--- src/rtl/digit_stream_buffer_if.sv ---
// Handshake/bus bundle between digit_stream_buffer and its surroundings
// (UART receiver, UART transmitter, display driver).
//
//   rx_ready, rx_data      : receiver byte-ready level and received byte
//   clear, submit          : live-buffer clear level, snapshot/transmit request level
//   scroll_tick            : one-cycle display window advance
//   tx_busy                : transmitter busy
//   tx_start, tx_data      : registered start pulse and byte to the transmitter
//   count                  : digit count of the current snapshot
//   win_digits             : WINDOW-digit view, leftmost digit in the MSBs
//   busy, done             : TX engine active, last-byte-complete pulse
//
// slave  : the buffer side (digit_stream_buffer)
// master : the environment side (receiver/transmitter/display/testbench)
interface digit_stream_buffer_if #(
  parameter int DIGIT_W = 4,
  parameter int WINDOW  = 4,
  parameter int CNT_W   = 4
);
  logic                        rx_ready;
  logic [7:0]                  rx_data;
  logic                        clear;
  logic                        submit;
  logic                        scroll_tick;
  logic                        tx_busy;
  logic                        tx_start;
  logic [7:0]                  tx_data;
  logic [CNT_W-1:0]            count;
  logic [WINDOW*DIGIT_W-1:0]   win_digits;
  logic                        busy;
  logic                        done;

  modport slave (
    input  rx_ready, rx_data, clear, submit, scroll_tick, tx_busy,
    output tx_start, tx_data, count, win_digits, busy, done
  );

  modport master (
    output rx_ready, rx_data, clear, submit, scroll_tick, tx_busy,
    input  tx_start, tx_data, count, win_digits, busy, done
  );
endinterface

--- src/rtl/digit_stream_buffer.sv ---
// digit_stream_buffer
//   Collects decoded digits from the UART receiver into a DEPTH-entry shift
//   buffer (newest digit at index DEPTH-1). A submit rising edge freezes a
//   snapshot, which is retransmitted as ASCII ('0' + digit, oldest first)
//   through a busy/start handshake, and shown to the display driver as a
//   scrolling WINDOW-digit view.
//
// Ports:
//   clk    : system clock
//   reset  : asynchronous, active-low reset
//   bus    : digit_stream_buffer_if.slave (see the interface file for fields)
//
// Configuration macro:
//   DIGIT_FILTER_EN : when defined, only ASCII '0'..'9' (8'h30..8'h39) bytes
//                     are pushed; other bytes leave the live buffer untouched.
module digit_stream_buffer #(
  parameter int DEPTH   = 8,
  parameter int DIGIT_W = 4,
  parameter int WINDOW  = 4,
  parameter int CNT_W   = $clog2(DEPTH + 1)
) (
  input  logic                     clk,
  input  logic                     reset,
  digit_stream_buffer_if.slave     bus
);

  localparam int BUF_W = DEPTH * DIGIT_W;
  localparam int WIN_W = WINDOW * DIGIT_W;
  localparam logic [CNT_W-1:0] DEPTH_C  = CNT_W'(DEPTH);
  localparam logic [CNT_W-1:0] WINDOW_C = CNT_W'(WINDOW);

  typedef enum logic [2:0] {
    S_IDLE,
    S_SEND,
    S_WAIT_HI,
    S_WAIT_LO,
    S_DONE
  } state_t;

  logic             r_rx_ready_d;
  logic             r_clear_d;
  logic             r_submit_d;
  logic             r_submit_pls;
  logic [BUF_W-1:0] r_live;
  logic [CNT_W-1:0] r_live_cnt;
  logic [BUF_W-1:0] r_snap;
  logic [CNT_W-1:0] r_count;
  logic [CNT_W-1:0] r_offset;
  logic [WIN_W-1:0] r_win;
  state_t           r_state;
  logic [CNT_W-1:0] r_idx;
  logic             r_tx_start;
  logic [7:0]       r_tx_data;

  logic             w_rx_rise;
  logic             w_clear_rise;
  logic             w_push;
  logic             w_load;
  logic [BUF_W-1:0] w_live_shift;
  logic [CNT_W-1:0] w_off_max;
  logic [CNT_W-1:0] w_base;
  logic [WIN_W-1:0] w_win;
  logic [CNT_W-1:0] w_tx_sel;
  logic [DIGIT_W-1:0] w_tx_digit;
  state_t           w_state_nxt;
  logic [CNT_W-1:0] w_idx_nxt;
  logic             w_tx_start_nxt;
  logic [7:0]       w_tx_data_nxt;

  assign w_rx_rise    = bus.rx_ready & ~r_rx_ready_d;
  assign w_clear_rise = bus.clear & ~r_clear_d;

`ifdef DIGIT_FILTER_EN
  assign w_push = w_rx_rise && (bus.rx_data >= 8'h30) && (bus.rx_data <= 8'h39);
`else
  assign w_push = w_rx_rise;
  // Upper byte bits carry no digit information in this build.
  logic w_unused_rx;
  assign w_unused_rx = ^bus.rx_data;
`endif

  // Submit is acted on one cycle after its edge is seen, and only from IDLE.
  assign w_load = r_submit_pls && (r_state == S_IDLE);

  // Live buffer shifted toward index 0 with the new digit entering at the top.
  always_comb begin
    w_live_shift = r_live >> DIGIT_W;
    w_live_shift[BUF_W-1 -: DIGIT_W] = bus.rx_data[DIGIT_W-1:0];
  end

  // Window base leaves leading zero positions when fewer than WINDOW digits.
  assign w_off_max = (r_count > WINDOW_C) ? (r_count - WINDOW_C) : '0;
  assign w_base    = DEPTH_C - ((r_count > WINDOW_C) ? r_count : WINDOW_C);

  always_comb begin
    w_win = '0;
    for (int j = 0; j < WINDOW; j++) begin
      w_win[(WINDOW-1-j)*DIGIT_W +: DIGIT_W] =
        r_snap[(int'(w_base) + int'(r_offset) + j)*DIGIT_W +: DIGIT_W];
    end
  end

  // Oldest snapshot digit lives at DEPTH-count; r_idx walks forward from it.
  assign w_tx_sel   = DEPTH_C - r_count + r_idx;
  assign w_tx_digit = r_snap[int'(w_tx_sel)*DIGIT_W +: DIGIT_W];

  // ---- input edge detection ----
  always_ff @(posedge clk or negedge reset) begin
    if (!reset) begin
      r_rx_ready_d <= 1'b0;
      r_clear_d    <= 1'b0;
      r_submit_d   <= 1'b0;
      r_submit_pls <= 1'b0;
    end else begin
      r_rx_ready_d <= bus.rx_ready;
      r_clear_d    <= bus.clear;
      r_submit_d   <= bus.submit;
      r_submit_pls <= bus.submit & ~r_submit_d;
    end
  end

  // ---- live buffer ----
  always_ff @(posedge clk or negedge reset) begin
    if (!reset) begin
      r_live     <= '0;
      r_live_cnt <= '0;
    end else if (w_clear_rise) begin
      r_live     <= '0;
      r_live_cnt <= '0;
    end else if (w_push) begin
      r_live <= w_live_shift;
      if (r_live_cnt != DEPTH_C) begin
        r_live_cnt <= r_live_cnt + CNT_W'(1);
      end
    end
  end

  // ---- snapshot, window offset, window register ----
  always_ff @(posedge clk or negedge reset) begin
    if (!reset) begin
      r_snap   <= '0;
      r_count  <= '0;
      r_offset <= '0;
      r_win    <= '0;
    end else begin
      if (w_load) begin
        r_snap   <= r_live;
        r_count  <= r_live_cnt;
        r_offset <= '0;
      end else if (bus.scroll_tick) begin
        r_offset <= (r_offset >= w_off_max) ? '0 : (r_offset + CNT_W'(1));
      end
      r_win <= w_win;
    end
  end

  // ---- TX state register ----
  always_ff @(posedge clk or negedge reset) begin
    if (!reset) begin
      r_state    <= S_IDLE;
      r_idx      <= '0;
      r_tx_start <= 1'b0;
      r_tx_data  <= '0;
    end else begin
      r_state    <= w_state_nxt;
      r_idx      <= w_idx_nxt;
      r_tx_start <= w_tx_start_nxt;
      r_tx_data  <= w_tx_data_nxt;
    end
  end

  // ---- TX next state ----
  always_comb begin
    w_state_nxt    = r_state;
    w_idx_nxt      = r_idx;
    w_tx_start_nxt = 1'b0;
    w_tx_data_nxt  = r_tx_data;
    case (r_state)
      S_IDLE: begin
        // An empty snapshot is still loaded but never starts a transfer.
        if (w_load && (r_live_cnt != '0)) begin
          w_state_nxt = S_SEND;
          w_idx_nxt   = '0;
        end
      end
      S_SEND: begin
        if (!bus.tx_busy) begin
          w_tx_start_nxt = 1'b1;
          w_tx_data_nxt  = 8'h30 + 8'(w_tx_digit);
          w_state_nxt    = S_WAIT_HI;
        end
      end
      S_WAIT_HI: begin
        if (bus.tx_busy) begin
          w_state_nxt = S_WAIT_LO;
        end
      end
      S_WAIT_LO: begin
        if (!bus.tx_busy) begin
          if ((r_idx + CNT_W'(1)) == r_count) begin
            w_state_nxt = S_DONE;
          end else begin
            w_idx_nxt   = r_idx + CNT_W'(1);
            w_state_nxt = S_SEND;
          end
        end
      end
      S_DONE: begin
        w_state_nxt = S_IDLE;
      end
      default: begin
        w_state_nxt = S_IDLE;
      end
    endcase
  end

  assign bus.tx_start   = r_tx_start;
  assign bus.tx_data    = r_tx_data;
  assign bus.count      = r_count;
  assign bus.win_digits = r_win;
  assign bus.busy       = (r_state != S_IDLE);
  assign bus.done       = (r_state == S_DONE);

endmodule
--- src/flat_wrapper.sv ---
// flat-port wrapper written by rule: the top's interface ports become plain ports
module digit_stream_buffer_flat 
#(
  parameter int DEPTH   = 8,
  parameter int DIGIT_W = 4,
  parameter int WINDOW  = 4,
  parameter int CNT_W   = $clog2(DEPTH + 1)
)
  (clk, reset, bus_rx_ready, bus_rx_data, bus_clear, bus_submit, bus_scroll_tick, bus_tx_busy, bus_tx_start, bus_tx_data, bus_count, bus_win_digits, bus_busy, bus_done);
  digit_stream_buffer_if #(.DIGIT_W(DIGIT_W), .WINDOW(WINDOW), .CNT_W(CNT_W)) bus_i ();
  input  logic clk;
  input  logic reset;
  input wire logic [$bits(bus_i.rx_ready)-1:0] bus_rx_ready;
  input wire logic [$bits(bus_i.rx_data)-1:0] bus_rx_data;
  input wire logic [$bits(bus_i.clear)-1:0] bus_clear;
  input wire logic [$bits(bus_i.submit)-1:0] bus_submit;
  input wire logic [$bits(bus_i.scroll_tick)-1:0] bus_scroll_tick;
  input wire logic [$bits(bus_i.tx_busy)-1:0] bus_tx_busy;
  output wire logic [$bits(bus_i.tx_start)-1:0] bus_tx_start;
  output wire logic [$bits(bus_i.tx_data)-1:0] bus_tx_data;
  output wire logic [$bits(bus_i.count)-1:0] bus_count;
  output wire logic [$bits(bus_i.win_digits)-1:0] bus_win_digits;
  output wire logic [$bits(bus_i.busy)-1:0] bus_busy;
  output wire logic [$bits(bus_i.done)-1:0] bus_done;
  assign bus_i.rx_ready = bus_rx_ready;
  assign bus_i.rx_data = bus_rx_data;
  assign bus_i.clear = bus_clear;
  assign bus_i.submit = bus_submit;
  assign bus_i.scroll_tick = bus_scroll_tick;
  assign bus_i.tx_busy = bus_tx_busy;
  assign bus_tx_start = bus_i.tx_start;
  assign bus_tx_data = bus_i.tx_data;
  assign bus_count = bus_i.count;
  assign bus_win_digits = bus_i.win_digits;
  assign bus_busy = bus_i.busy;
  assign bus_done = bus_i.done;
  digit_stream_buffer #(.DEPTH(DEPTH), .DIGIT_W(DIGIT_W), .WINDOW(WINDOW), .CNT_W(CNT_W)) u_core (.clk(clk), .reset(reset), .bus(bus_i));
endmodule
--- config.mk ---
export PLATFORM = sky130hd
export DESIGN_NAME = digit_stream_buffer_flat
export DESIGN_NICKNAME = d
export VERILOG_FILES = /design/src/rtl/digit_stream_buffer_if.sv /design/src/rtl/digit_stream_buffer.sv /design/src/flat_wrapper.sv
export SDC_FILE = /design/constraint.sdc
export NUM_CORES = 1
export LEC_CHECK = 0
export ABC_AREA = 1
export BUFFER_PORTS_ARGS = -buffer_cell sky130_fd_sc_hd__buf_2
export CAP_MARGIN = 10
export CORE_MARGIN = 8
export CORE_UTILIZATION = 30
export CTS_BUF_LIST = sky130_fd_sc_hd__clkbuf_16
export DETAILED_ROUTE_END_ITERATION = 16
export PLACE_DENSITY = 0.44
export SYNTH_ARGS = -nofsm -noshare
export SYNTH_HDL_FRONTEND = slang
export SYNTH_SLANG_ARGS = --single-unit
--- constraint.sdc ---
create_clock -name clk -period 3.2 [get_ports clk]
set_input_delay 0.16 -clock clk [delete_from_list [all_inputs] [get_ports clk]]
set_output_delay 0.16 -clock clk [all_outputs]
set_load 0.02 [all_outputs]
* After elaboration in Yosys (flattened, before gate mapping)
Cells that the tools add are included.
** Cells by class
- Add/subtract/negate cells :: 12
- Magnitude comparators :: 2
- Eq/ne operators :: 11
- Shift-type cells :: 5
- Multiplexer cells :: 22
- Bitwise gates (word level) :: 7
- Reduce and logical (&&, ||, !) cells :: 13
** Operator list (count)
- variable part select 32 x 32 -> 4 bit :: 4
- two-way mux 32 bit :: 2
- adder 30 x 3 -> 30 bit, second input constant :: 2
- two-way mux 4 bit :: 11
- variable part select 32 x 7 -> 4 bit :: 1
- adder 30 x 2 -> 30 bit, second input constant :: 1
- two-way mux 3 bit :: 5
- adder 4 x 1 -> 4 bit, second input constant :: 3
- case mux 3 bit (4 select lines) :: 1
- inequality test 2 bit, second input constant :: 5
- case mux 4 bit (2 select lines) :: 1
- AND reduction 4 bit :: 2
- nonzero test 2 bit :: 4
- subtractor 4 bit, first input constant :: 2
- adder 6 x 4 -> 7 bit, first input constant :: 1
- equality test 3 x 2 -> 1 bit, second input constant :: 2
- adder 4 x 4 -> 5 bit :: 1
- adder 4 bit :: 1
- equality test 4 bit :: 1
- >= comparator 4 bit :: 1
- > comparator 4 x 3 -> 1 bit, second input constant :: 1
- inequality test 4 bit, second input constant :: 1
- inverter 1 bit :: 4
- AND reduction 2 bit :: 2
- other kinds (9) :: 13
** Word-level totals
- Bits in registers :: 112
- Bits of input ports :: 15
- Output and inout bits :: 31
- Logic and storage cells :: 86

* Longest topological paths before layout
Gate-level depths: netlist of run 1.
- Depth after elaboration :: 6
- Depth in mapped cells :: 20
- Mapped depth without buffers :: 19

* Least setup slack after synthesis of run 1
OpenSTA, ideal clock, no wires.
- Path kind :: register -> register
- Start point :: register u_core.r_count[2], in the netlist u_core.bus.count[2]
- End point :: register u_core.r_win[3], in the netlist u_core.bus.win_digits[3]
- Library setup time :: 0.072 ns
- Data arrival time :: 3.283 ns
- Data required time :: 3.128 ns
- Setup slack :: -0.155 ns
- Stages on the path, launching flop included :: 19
- Path buffers :: 4
- Clock period less this slack :: 3.355 ns
- Path through :: dfrtp_1 > inv_1 > o21ai_0 > nand2_1 > ha_1 > inv_1 > fa_1 > buf_2 > inv_2 > buf_2 > ha_1 > buf_2 > clkbuf_1 > nand2_1 > nand2_1 > nor2_1 > nor2_1 > nand2_1 > nor2_1
** On the way
- Longest elaborated chain between the ends :: 6
** Ends and longest elaborated chain
- from (decl) :: RTL line digit_stream_buffer.sv:47 : logic [CNT_W-1:0] r_count;
- from (signal assigned) :: RTL line digit_stream_buffer.sv:148 : r_count <= r_live_cnt;
- > comparator 4 x 3 -> 1 bit :: RTL line digit_stream_buffer.sv:93 : assign w_base = DEPTH_C - ((r_count > WINDOW_C) ? r_count : WINDOW_C);
- two-way mux 4 bit (*) :: RTL line digit_stream_buffer.sv:93
- subtractor 4 bit (*) :: RTL line digit_stream_buffer.sv:93
- adder 4 x 4 -> 5 bit (*) :: RTL line digit_stream_buffer.sv:99 : r_snap[(int'(w_base) + int'(r_offset) + j)*DIGIT_W +: DIGIT_W];
- adder 30 x 3 -> 30 bit (*) :: RTL line digit_stream_buffer.sv:99
- variable part select 32 x 32 -> 4 bit (*) :: RTL line digit_stream_buffer.sv:99
- via u_core.w_win[3] :: RTL line digit_stream_buffer.sv:62 : logic [WIN_W-1:0] w_win;
- to (signal assigned) :: RTL line digit_stream_buffer.sv:153 : r_win <= w_win;
- to (decl) :: RTL line digit_stream_buffer.sv:49 : logic [WIN_W-1:0] r_win;
Mark *: on every way through the listed nets, which the timed path passes. The rest lies on a longest branch.
A chain may end at the register's enable or synchronous reset.

* Worst setup path after layout of run 1
- Start point :: register u_core.r_count[0], in the netlist u_core.bus.count[0]
- End point :: register u_core.r_win[3], in the netlist u_core.bus.win_digits[3]
Same word-level chain as after synthesis.

==> summary.txt, run 1 <==
Outcome
  – Outcome: complete, no violations

Die
  – Number of placed I/O pins: 46
  – Die Wd: 160 um
  – Starting Density: 30.6%
  – Die H: 160 um
  – Core area: 20200 um2
  – Row cnt: 52
  – Die ar.: 25500 um2

Finish
  – Final #Nets: 914
  – Most common cell after layout, fill and taps aside: nand2_1
  – FILL cells: 2176
  – Final instance area: 7060 um2
  – Fin util: 34.9%
  – Layout area overhead: 14.0%
  – # diodes: 0
  – Most frequent cells in the layout: nand2_1, nand3_1, dfrtp_1
  – Layout cells sized above 1: 11.0%

Hold path
  – Hold Startpoint: bus_rx_data[2]
  – Worst min path class: in -> reg

Flow run
  – Max-Cap Viols: 0

Timing
  – Setup violators final: 0
  – Slew Viols, Final: 0
  – Setup TNS: 0 ns
  – Fmax: 348 MHz
  – Rel. slew slack: 61.4%
  – Clock Skews: 0.00860 ns
  – Final Hold Viols: 0
  – Crit path time final: 2.88 ns
  – Worst Tran Pin Value: 0.578 ns
  – Final cycle utilization of the critical path: 89.9%
  – RSZ-0062 raised after global routing: no
  – Hold_ws: 0.0231 ns

Power and ir drop
  – Seq pwr share: 30.1%
  – Leak: 3.48 nW
  – Power Dens Cells: 868 nW/um2
  – Comb power frac: 48.6%
  – PnR Total Power: 6.13 mW
  – Peak VDD IR: 0.375 mV
  – Psw: 2.80 mW
  – Int Pwr: 3.33 mW
  – Switching share of power: 45.7%
  – Clock power share: 21.4%

Synthesis
  – Post-synthesis cell type count: 34
  – Post-Syn Area per Cell: 7.35 um2
  – Synth top area share: 44.1%
  – Syn Inst Count: 842
  – Area leader, netlist: dfrtp_1
  – Mapped Area: 6190 um2
  – Post-synth EDFFs: 0
  – Area contributors post-synth: dfrtp_1, nand2_1, nand3_1
  – Top FF cell, synth: dfrtp_1
  – Synth Register Bits: 109
  – Sequential share of the synthesized area: 44.1%
  – Synth warn: 0
  – Ys async rst share: 100%

GRT
  – Largest net degree at the start of global routing: 80
  – Initial antenna violation count: 0
  – Gr ovfl total: 0
  – Number of global-route vias before repair: 5065
  – First-pass GRT wire length: 27.5 mm
  – GRT Total Usage: 13.4%

Routing
  – Final ANT Viol Nets: 0
  – 1st-iter DRT viols: 310
  – Final WL: 16.8 mm
  – DRC: 0
  – Vias/cell: 4.62
  – Avg WL per Cell: 14.6 um
  – Via Count: 5312
  – Drt first pass iters: 5

Clock network
  – TritonCTS clock tree: yes
  – Worst skew pair latency: 0.37 ns
  – Worst-path clk slew: 0.08 ns
  – Setup bufs post-CTS: 0
  – Sink Count: 109
  – Root Buffer: clkbuf_16
  – Num CTS Buffers: 9
  – H-tree depth: 3
  – CTS Buffer Depth: 2

Setup path
  – Critical path's largest stage delay: 0.53 ns
  – Required @ worst endpoint: 3.49 ns
  – Worst path cell trace: nor2_1 -> o21ai_1 -> nand2_1 -> ha_1 -> inv_1 -> fa_1 -> inv_2 -> ha_2 -> buf_6 -> nand2_1 -> nand2_1 -> nor2_1 -> nor2_1 -> nand2_1 -> nor2_1
  – CP Class: reg -> reg
  – CP endpoint kind: register
  – Critical path startpoint: u_core.bus.count[0]$_DFFE_PN0P_
  – Reg-to-reg startpoint: u_core.bus.count[0]$_DFFE_PN0P_
  – Worst Path Arrival: 3.17 ns
  – CP max FO: 16
  – Slowest library cell on the worst path: fa_1
  – Worst reg-to-reg setup slack: 0.32 ns
  – Setup crit start kind: register

Place
  – Final HPWL DP: 11.9 mm
  – IO buf count: 39
  – Routability cong.: 0.811
  – Cell Area, Placed: 6660 um2
[state kept, by name (all words and copies together) (netlist names)]
name and cells:
u_core.r_rx_ready_d 1, u_core.bus.win_digits 16, u_core.r_live_cnt 4, u_core.r_idx 4, u_core.bus.tx_data 5, u_core.r_submit_pls 1
u_core.r_state 3, u_core.r_offset 4, u_core.r_snap 32, u_core.r_live 32, u_core.r_submit_d 1, u_core.bus.count 4
u_core.r_clear_d 1, u_core.bus.tx_start 1
[layer usage]
layer  wire length, um  global-route usage (%)  up-vias
met5                 0                       0        -
met4               286                    4.67        0
met3               502                    2.49       16
met2              7320                    20.0       65
met1              8650                    18.9     2446
li1                  -                       -     2785
[layout make-up]
class	instances	area (um2)	area share, %
multi-input combinational	603	2920	41.3
clock inverter	7	114	1.61
clock buffer	9	225	3.19
timing repair inverter	1	7.51	0.106
timing repair buffer	58	367	5.19
inverter	94	359	5.09
tap	270	338	4.78
sequential	109	2730	38.7
[kinds of logic after synthesis]
family,synth area share (%)
other cells,0.0606
flops,44.1
buf+inv,8.95
simple gates,30.6
compound gates,10.5
xor+xnor,0.990
fa+ha+maj,4.89
[power groups by stage]
stage	sequential [mW]	clock [mW]	combinational (mW)
global route	1.88	1.40	3.42
floorplan	1.90	0	2.07
detailed placement	1.87	0	2.96
global placement	1.87	0	2.96
finish	1.84	1.31	2.97
CTS	1.84	1.35	2.98
[through the flow]
stage	cells	setup slack [ns]
after floorplan	843	0.0220
after global placement	1130	0.253
after detailed placement	1130	0.216
after CTS	1150	0.206
after global routing	1151	0.0392
final	1151	0.325
[critical path, delay by kind of cell (launching register included)]
kind	cells	cell delay, ns
buffers and inverters	3	0.32
flip-flops	1	0.42
AO/OA/AOI/OAI	1	0.15
AND/OR/NAND/NOR	8	0.67
adder cells (fa/ha/maj)	3	1.24
[cell usage after synthesis, types with 2 or more instances]
master / n
dfrtp_1: 109
buf_2: 15
inv_1: 87
a21oi_1: 14
buf_6: 2
nor3_1: 3
clkbuf_1: 13
nand2_1: 246
o22ai_1: 4
xnor2_1: 2
buf_4: 7
xor2_1: 5
o211ai_1: 8
nand2_2: 7
inv_2: 5
o21ai_0: 88
nand4_1: 4
nand3b_1: 2
nor2_1: 64
o21ai_1: 4
ha_1: 21
fa_1: 2
nand3_1: 119
[worst paths after layout]
kind                       depth (start not counted)                                  to
setup / recovery                                  15  u_core.bus.win_digits[3]$_DFF_PN0_
hold / removal                                     3       u_core.r_live[30]$_DFFE_PN0P_
setup reg to reg                                  15  u_core.bus.win_digits[3]$_DFF_PN0_
hold reg to reg                                    1       u_core.r_submit_pls$_DFF_PN0_
max in group asynchronous                          3       u_core.r_live[24]$_DFFE_PN0P_
min in group asynchronous                          2      u_core.r_offset[2]$_DFFE_PN0P_
[timing repair]
action	in CTS	in global routing
endpoints found under the setup margin	0	9
hold endpoints to repair	34	0
resized for setup	0	5
hold buffers	4	0
No activity file was read; power rests on OpenSTA's default activity.
==> run 2: changes to the inputs <==
--- a/config.mk
+++ b/config.mk
@@ -5,7 +5,6 @@
 export SDC_FILE = /design/constraint.sdc
 export NUM_CORES = 1
 export LEC_CHECK = 0
-export ABC_AREA = 1
 export BUFFER_PORTS_ARGS = -buffer_cell sky130_fd_sc_hd__buf_2
 export CAP_MARGIN = 10
 export CORE_MARGIN = 8
==> summary.txt, run 2 <==
Clock network
  – Worst skew pair latency: 0.35 ns
  – Root Buffer: clkbuf_16
  – Setup bufs post-CTS: 0
  – H-tree depth: 3
  – Num CTS Buffers: 9
  – CTS Buffer Depth: 2
  – Sink Count: 109
  – Worst-path clk slew: 0.08 ns
  – TritonCTS clock tree: yes

GRT
  – Initial antenna violation count: 0
  – GRT Total Usage: 12.5%
  – Gr ovfl total: 0
  – Largest net degree at the start of global routing: 60
  – First-pass GRT wire length: 24.1 mm
  – Number of global-route vias before repair: 4289

Routing
  – Final ANT Viol Nets: 0
  – 1st-iter DRT viols: 308
  – DRC: 0
  – Via Count: 4324
  – Vias/cell: 4.95
  – Final WL: 14.7 mm
  – Drt first pass iters: 4
  – Avg WL per Cell: 16.8 um

Finish
  – Final #Nets: 636
  – Layout area overhead: 16.7%
  – Fin util: 35.2%
  – FILL cells: 2057
  – Most common cell after layout, fill and taps aside: nand2_1
  – Layout cells sized above 1: 27.0%
  – Cell Count, Final, Fillers Out: 873
  – Most frequent cells in the layout: nand2_1, dfrtp_1, a21oi_1
  – # diodes: 0
  – Final instance area: 7050 um2

Power and ir drop
  – Peak VDD IR: 0.338 mV
  – Power Dens Cells: 669 nW/um2
  – PnR Total Power: 4.72 mW
  – Leak: 3.23 nW

Die
  – Starting Density: 30.2%
  – Die H: 158 um
  – Die ar.: 25000 um2
  – Number of placed I/O pins: 46
  – Row cnt: 52
  – Die Wd: 158 um
  – Core area: 20000 um2

Place
  – Routability cong.: 0.792
  – IO buf count: 39
  – Final HPWL DP: 10.4 mm
  – Post-Place Cells: 852
  – Cell Area, Placed: 6670 um2

Timing
  – Fmax: 325 MHz
  – Setup TNS: 0 ns
  – Setup violators final: 0
  – Final Hold Viols: 0
  – Slew Viols, Final: 0
  – Clock Skews: 0.00582 ns
  – Final cycle utilization of the critical path: 96.1%
  – Rel. slew slack: 38.6%
  – Crit path time final: 3.08 ns
  – Worst Tran Pin Value: 0.917 ns

Synthesis
  – Area leader, netlist: dfrtp_1
  – Post-synthesis cell type count: 51
  – Synth top area share: 45.1%
  – Top FF cell, synth: dfrtp_1
  – Post-synth top cells: dfrtp_1, nand2_1, a21oi_1, mux2_2, mux4_2
  – Syn Inst Count: 552
  – Ys async rst share: 100%
  – Count leader, synth: dfrtp_1
  – Sequential share of the synthesized area: 45.1%
  – Synth Register Bits: 109
  – Area contributors post-synth: dfrtp_1, mux4_2, nand2_1
  – Synth warn: 0
  – Mapped Area: 6050 um2
  – Post-Syn Area per Cell: 11.0 um2
  – Post-synth EDFFs: 0

Setup path
  – Worst reg-to-reg setup slack: 0.12 ns
  – Setup crit start kind: register
  – Required @ worst endpoint: 3.49 ns
  – Worst Path Arrival: 3.36 ns
  – CP max FO: 16
  – CP endpoint kind: register
  – CP Class: reg -> reg

Hold path
  – Worst min path class: in -> reg

Outcome
  – Outcome: complete, no violations

Flow run
  – Max-Cap Viols: 0
[run 2: cell types whose count changed after synthesis, sizes merged, moves of 11 or more]
cell	before	now
nor2	64	25
a21oi	15	43
mux2i	0	20
mux4	0	32
mux2	0	35
nand3	120	10
o21ai	93	16
inv	93	22
nand2	253	107
buf	24	13
[run 2: cell families after synthesis]
group                    synth area share [%]
AND/OR/NAND/NOR                          13.6
multiplexers                             21.8
other                                  0.0620
flip-flops                               45.1
XOR/XNOR                                 2.13
adder cells (fa/ha/maj)                  5.01
AO/OA/AOI/OAI                            8.42
buffers and inverters                    3.83
[run 2: final timing paths]
check,startpoint,end,cells past startpoint
worst max-delay path,u_core.bus.count[3]$_DFFE_PN0P_,u_core.bus.win_digits[1]$_DFF_PN0_,13
worst min-delay path,bus_rx_data[0],u_core.r_live[28]$_DFFE_PN0P_,3
worst max register to register,u_core.bus.count[3]$_DFFE_PN0P_,u_core.bus.win_digits[1]$_DFF_PN0_,13
worst min register to register,u_core.r_submit_d$_DFF_PN0_,u_core.r_submit_pls$_DFF_PN0_,1
max in group asynchronous,reset,u_core.r_snap[11]$_DFFE_PN0P_,3
min in group asynchronous,reset,u_core.r_state[2]$_DFFE_PN0P_,2
[run 2: per-layer routing]
| layer | wire length, um | vias up | global-route usage [%] |
|---|---|---|---|
| met3 | 635 | 9 | 2.38 |
| met1 | 7240 | 2188 | 17.6 |
| met5 | 0 | - | 0 |
| met2 | 6620 | 76 | 19.1 |
| met4 | 158 | 0 | 3.77 |
| li1 | - | 2051 | - |
[run 2: area by class of cell]
type	instances	area, um2	share of cell area (%)
clock buffer	9	225	3.19
clock inverter	7	105	1.49
inverter	22	82.6	1.17
multi-input combinational	390	3120	44.2
sequential	109	2730	38.7
tap	270	338	4.79
timing repair buffer	66	450	6.39
[run 2: report_power, final]
part           switching, mW  internal, mW
clock network          0.559         0.700
registers              0.230          1.57
logic                  0.867         0.787
[run 2: stage by stage]
step	worst slack [ns]	hold slack (ns)
after detailed placement	0.161	0.281
after global placement	0.153	0.279
after CTS	0.127	0.0214
after floorplan	0.0258	-0.136
final	0.124	0.0324
after global routing	-0.000627	0.0300
[run 2: what timing repair did]
action                                  CTS  global route
hold buffers                              5             0
endpoints found under the setup margin    0             6
gates resized for setup                   0             3
hold endpoints to repair                 62             0
[run 2: worst max-delay path, stage by stage, from the launching register on]
cell      delay (ns)
dfrtp_2         0.46
o21ai_0         0.31
ha_1            0.23
xnor2_1         0.12
ha_1            0.29
nor2b_1         0.18
nand2b_4        0.15
inv_2           0.06
buf_4           0.24
ha_1            0.21
a21o_1          0.12
o221ai_1        0.12
o2bb2a_1        0.39
nor2_1          0.13
==> run 3: changes to the inputs <==
--- a/config.mk
+++ b/config.mk
@@ -5,13 +5,13 @@
 export SDC_FILE = /design/constraint.sdc
 export NUM_CORES = 1
 export LEC_CHECK = 0
-export BUFFER_PORTS_ARGS = -buffer_cell sky130_fd_sc_hd__buf_2
+export BUFFER_PORTS_ARGS = -buffer_cell sky130_fd_sc_hd__buf_4
 export CAP_MARGIN = 10
 export CORE_MARGIN = 8
 export CORE_UTILIZATION = 30
 export CTS_BUF_LIST = sky130_fd_sc_hd__clkbuf_16
 export DETAILED_ROUTE_END_ITERATION = 16
-export PLACE_DENSITY = 0.44
+export PLACE_DENSITY = 0.45
 export SYNTH_ARGS = -nofsm -noshare
 export SYNTH_HDL_FRONTEND = slang
 export SYNTH_SLANG_ARGS = --single-unit
==> summary.txt, run 3 (synthesis results as in run 2) <==
Routing
  – Final WL: 14.6 mm
  – Vias/cell: 5.01
  – DRC: 0
  – Via Count: 4363
  – Drt first pass iters: 4
  – Avg WL per Cell: 16.8 um
  – 1st-iter DRT viols: 257
  – Final ANT Viol Nets: 0

Clock network
  – Worst-path clk slew: 0.07 ns
  – H-tree depth: 3
  – Worst skew pair latency: 0.35 ns
  – CTS Buffer Depth: 2
  – Sink Count: 109
  – Setup bufs post-CTS: 0
  – Num CTS Buffers: 9
  – TritonCTS clock tree: yes
  – Root Buffer: clkbuf_16

Die
  – Row cnt: 52
  – Die Wd: 158 um
  – Die H: 158 um
  – Core area: 20000 um2
  – Die ar.: 25000 um2
  – Starting Density: 30.2%
  – Number of placed I/O pins: 46

Outcome
  – Outcome: complete, no violations

Finish
  – Layout area overhead: 17.1%
  – Most frequent cells in the layout: nand2_1, dfrtp_1, buf_4
  – Fin util: 35.3%
  – Layout cells sized above 1: 26.3%
  – # diodes: 0
  – Final #Nets: 634
  – Most common cell after layout, fill and taps aside: nand2_1

Power and ir drop
  – Power Dens Cells: 652 nW/um2
  – Peak VDD IR: 0.320 mV
  – Leak: 3.23 nW

Timing
  – Crit path time final: 3.02 ns
  – Hold_ws: 0.0451 ns
  – RSZ-0062 raised after global routing: yes
  – Rel. slew slack: 49.8%
  – Clock Skews: 0.00648 ns
  – Worst Tran Pin Value: 0.749 ns
  – Final Hold Viols: 0
  – Setup violators final: 0
  – Slew Viols, Final: 0
  – Final cycle utilization of the critical path: 94.3%
  – Fmax: 332 MHz

Setup path
  – Setup crit start kind: register
  – Required @ worst endpoint: 3.42 ns
  – CP endpoint kind: register
  – Worst Path Arrival: 3.24 ns
  – CP max FO: 7
  – CP Class: reg -> reg

GRT
  – Initial antenna violation count: 0
  – First-pass GRT wire length: 24.7 mm
  – Largest net degree at the start of global routing: 68
  – GRT Total Usage: 12.7%
  – Number of global-route vias before repair: 4503
  – Gr ovfl total: 0

Place
  – IO buf count: 39
  – Final HPWL DP: 10.5 mm
  – Routability cong.: 0.831

Flow run
  – Max-Cap Viols: 0

Hold path
  – Worst min path class: in -> reg
-- run 3: changes by cell type in the layout (fill, tap and decap cells not counted), sizes merged --
cell,previous run,this run
inv,25,24
clkinv,1,4
buf,61,59
bufinv,2,1
clkinvlp,1,0
-- run 3: area by class of cell --
class                           count  area [um2]
Timing Repair Buffer               64         518
Tap cell                          270         338
Clock buffer                        9         225
Fill cell                        2034       13000
Clock inverter                      7        68.8
Inverter                           22        82.6
Sequential cell                   109        2730
Multi-Input combinational cell    390        3120
-- run 3: metal layers --
metal	routed length, um	track usage, %
met5	0	0
met4	361	5.57
met3	581	2.27
met2	6660	19.7
met1	7040	17.1
-- run 3: what timing repair did --
item	4_1_cts	5_1_grt
gates resized for setup	0	3
hold buffers	5	0
endpoints found under the hold margin	46	0
endpoints found under the setup margin	0	11
-- run 3: stage by stage --
stage	power [mW]	cell area, um2	worst slack (ns)	cells	setup TNS, ns
after global placement	3.53	6730	0.169	850	0
after floorplan	2.97	6070	0.0258	553	0
after detailed placement	3.56	6730	0.140	850	0
final	4.62	7080	0.184	871	0
after global routing	4.92	7080	-0.00699	871	-0.0139
after CTS	4.70	7080	0.123	871	0
-- run 3: worst paths after layout --
path,to,cells after the start,start,slack (ns)
setup / recovery,u_core.bus.win_digits[6]$_DFF_PN0_,12,u_core.bus.count[2]$_DFFE_PN0P_,0.18
hold / removal,u_core.r_live[29]$_DFFE_PN0P_,3,bus_rx_data[1],0.05
setup reg to reg,u_core.bus.win_digits[6]$_DFF_PN0_,12,u_core.bus.count[2]$_DFFE_PN0P_,0.18
hold reg to reg,u_core.r_submit_pls$_DFF_PN0_,1,u_core.r_submit_d$_DFF_PN0_,0.41
max in group asynchronous,u_core.bus.count[1]$_DFFE_PN0P_,3,reset,2.08
min in group asynchronous,u_core.r_submit_d$_DFF_PN0_,2,reset,0.34
-- run 3: report_power, final --
| group | internal, mW | switching (mW) | total [mW] |
|---|---|---|---|
| combinational | 0.836 | 0.859 | 1.70 |
| clock | 0.605 | 0.515 | 1.12 |
| sequential | 1.58 | 0.230 | 1.80 |
-- run 3: worst max-delay path, stage by stage, from the launching register on --
cell,delay [ns]
dfrtp_2,0.44
o21a_1,0.19
inv_1,0.05
ha_1,0.29
inv_1,0.06
fa_2,0.40
nor2b_1,0.20
nand2b_4,0.17
inv_2,0.04
ha_2,0.39
mux4_2,0.51
nand2_1,0.08
a21oi_1,0.06
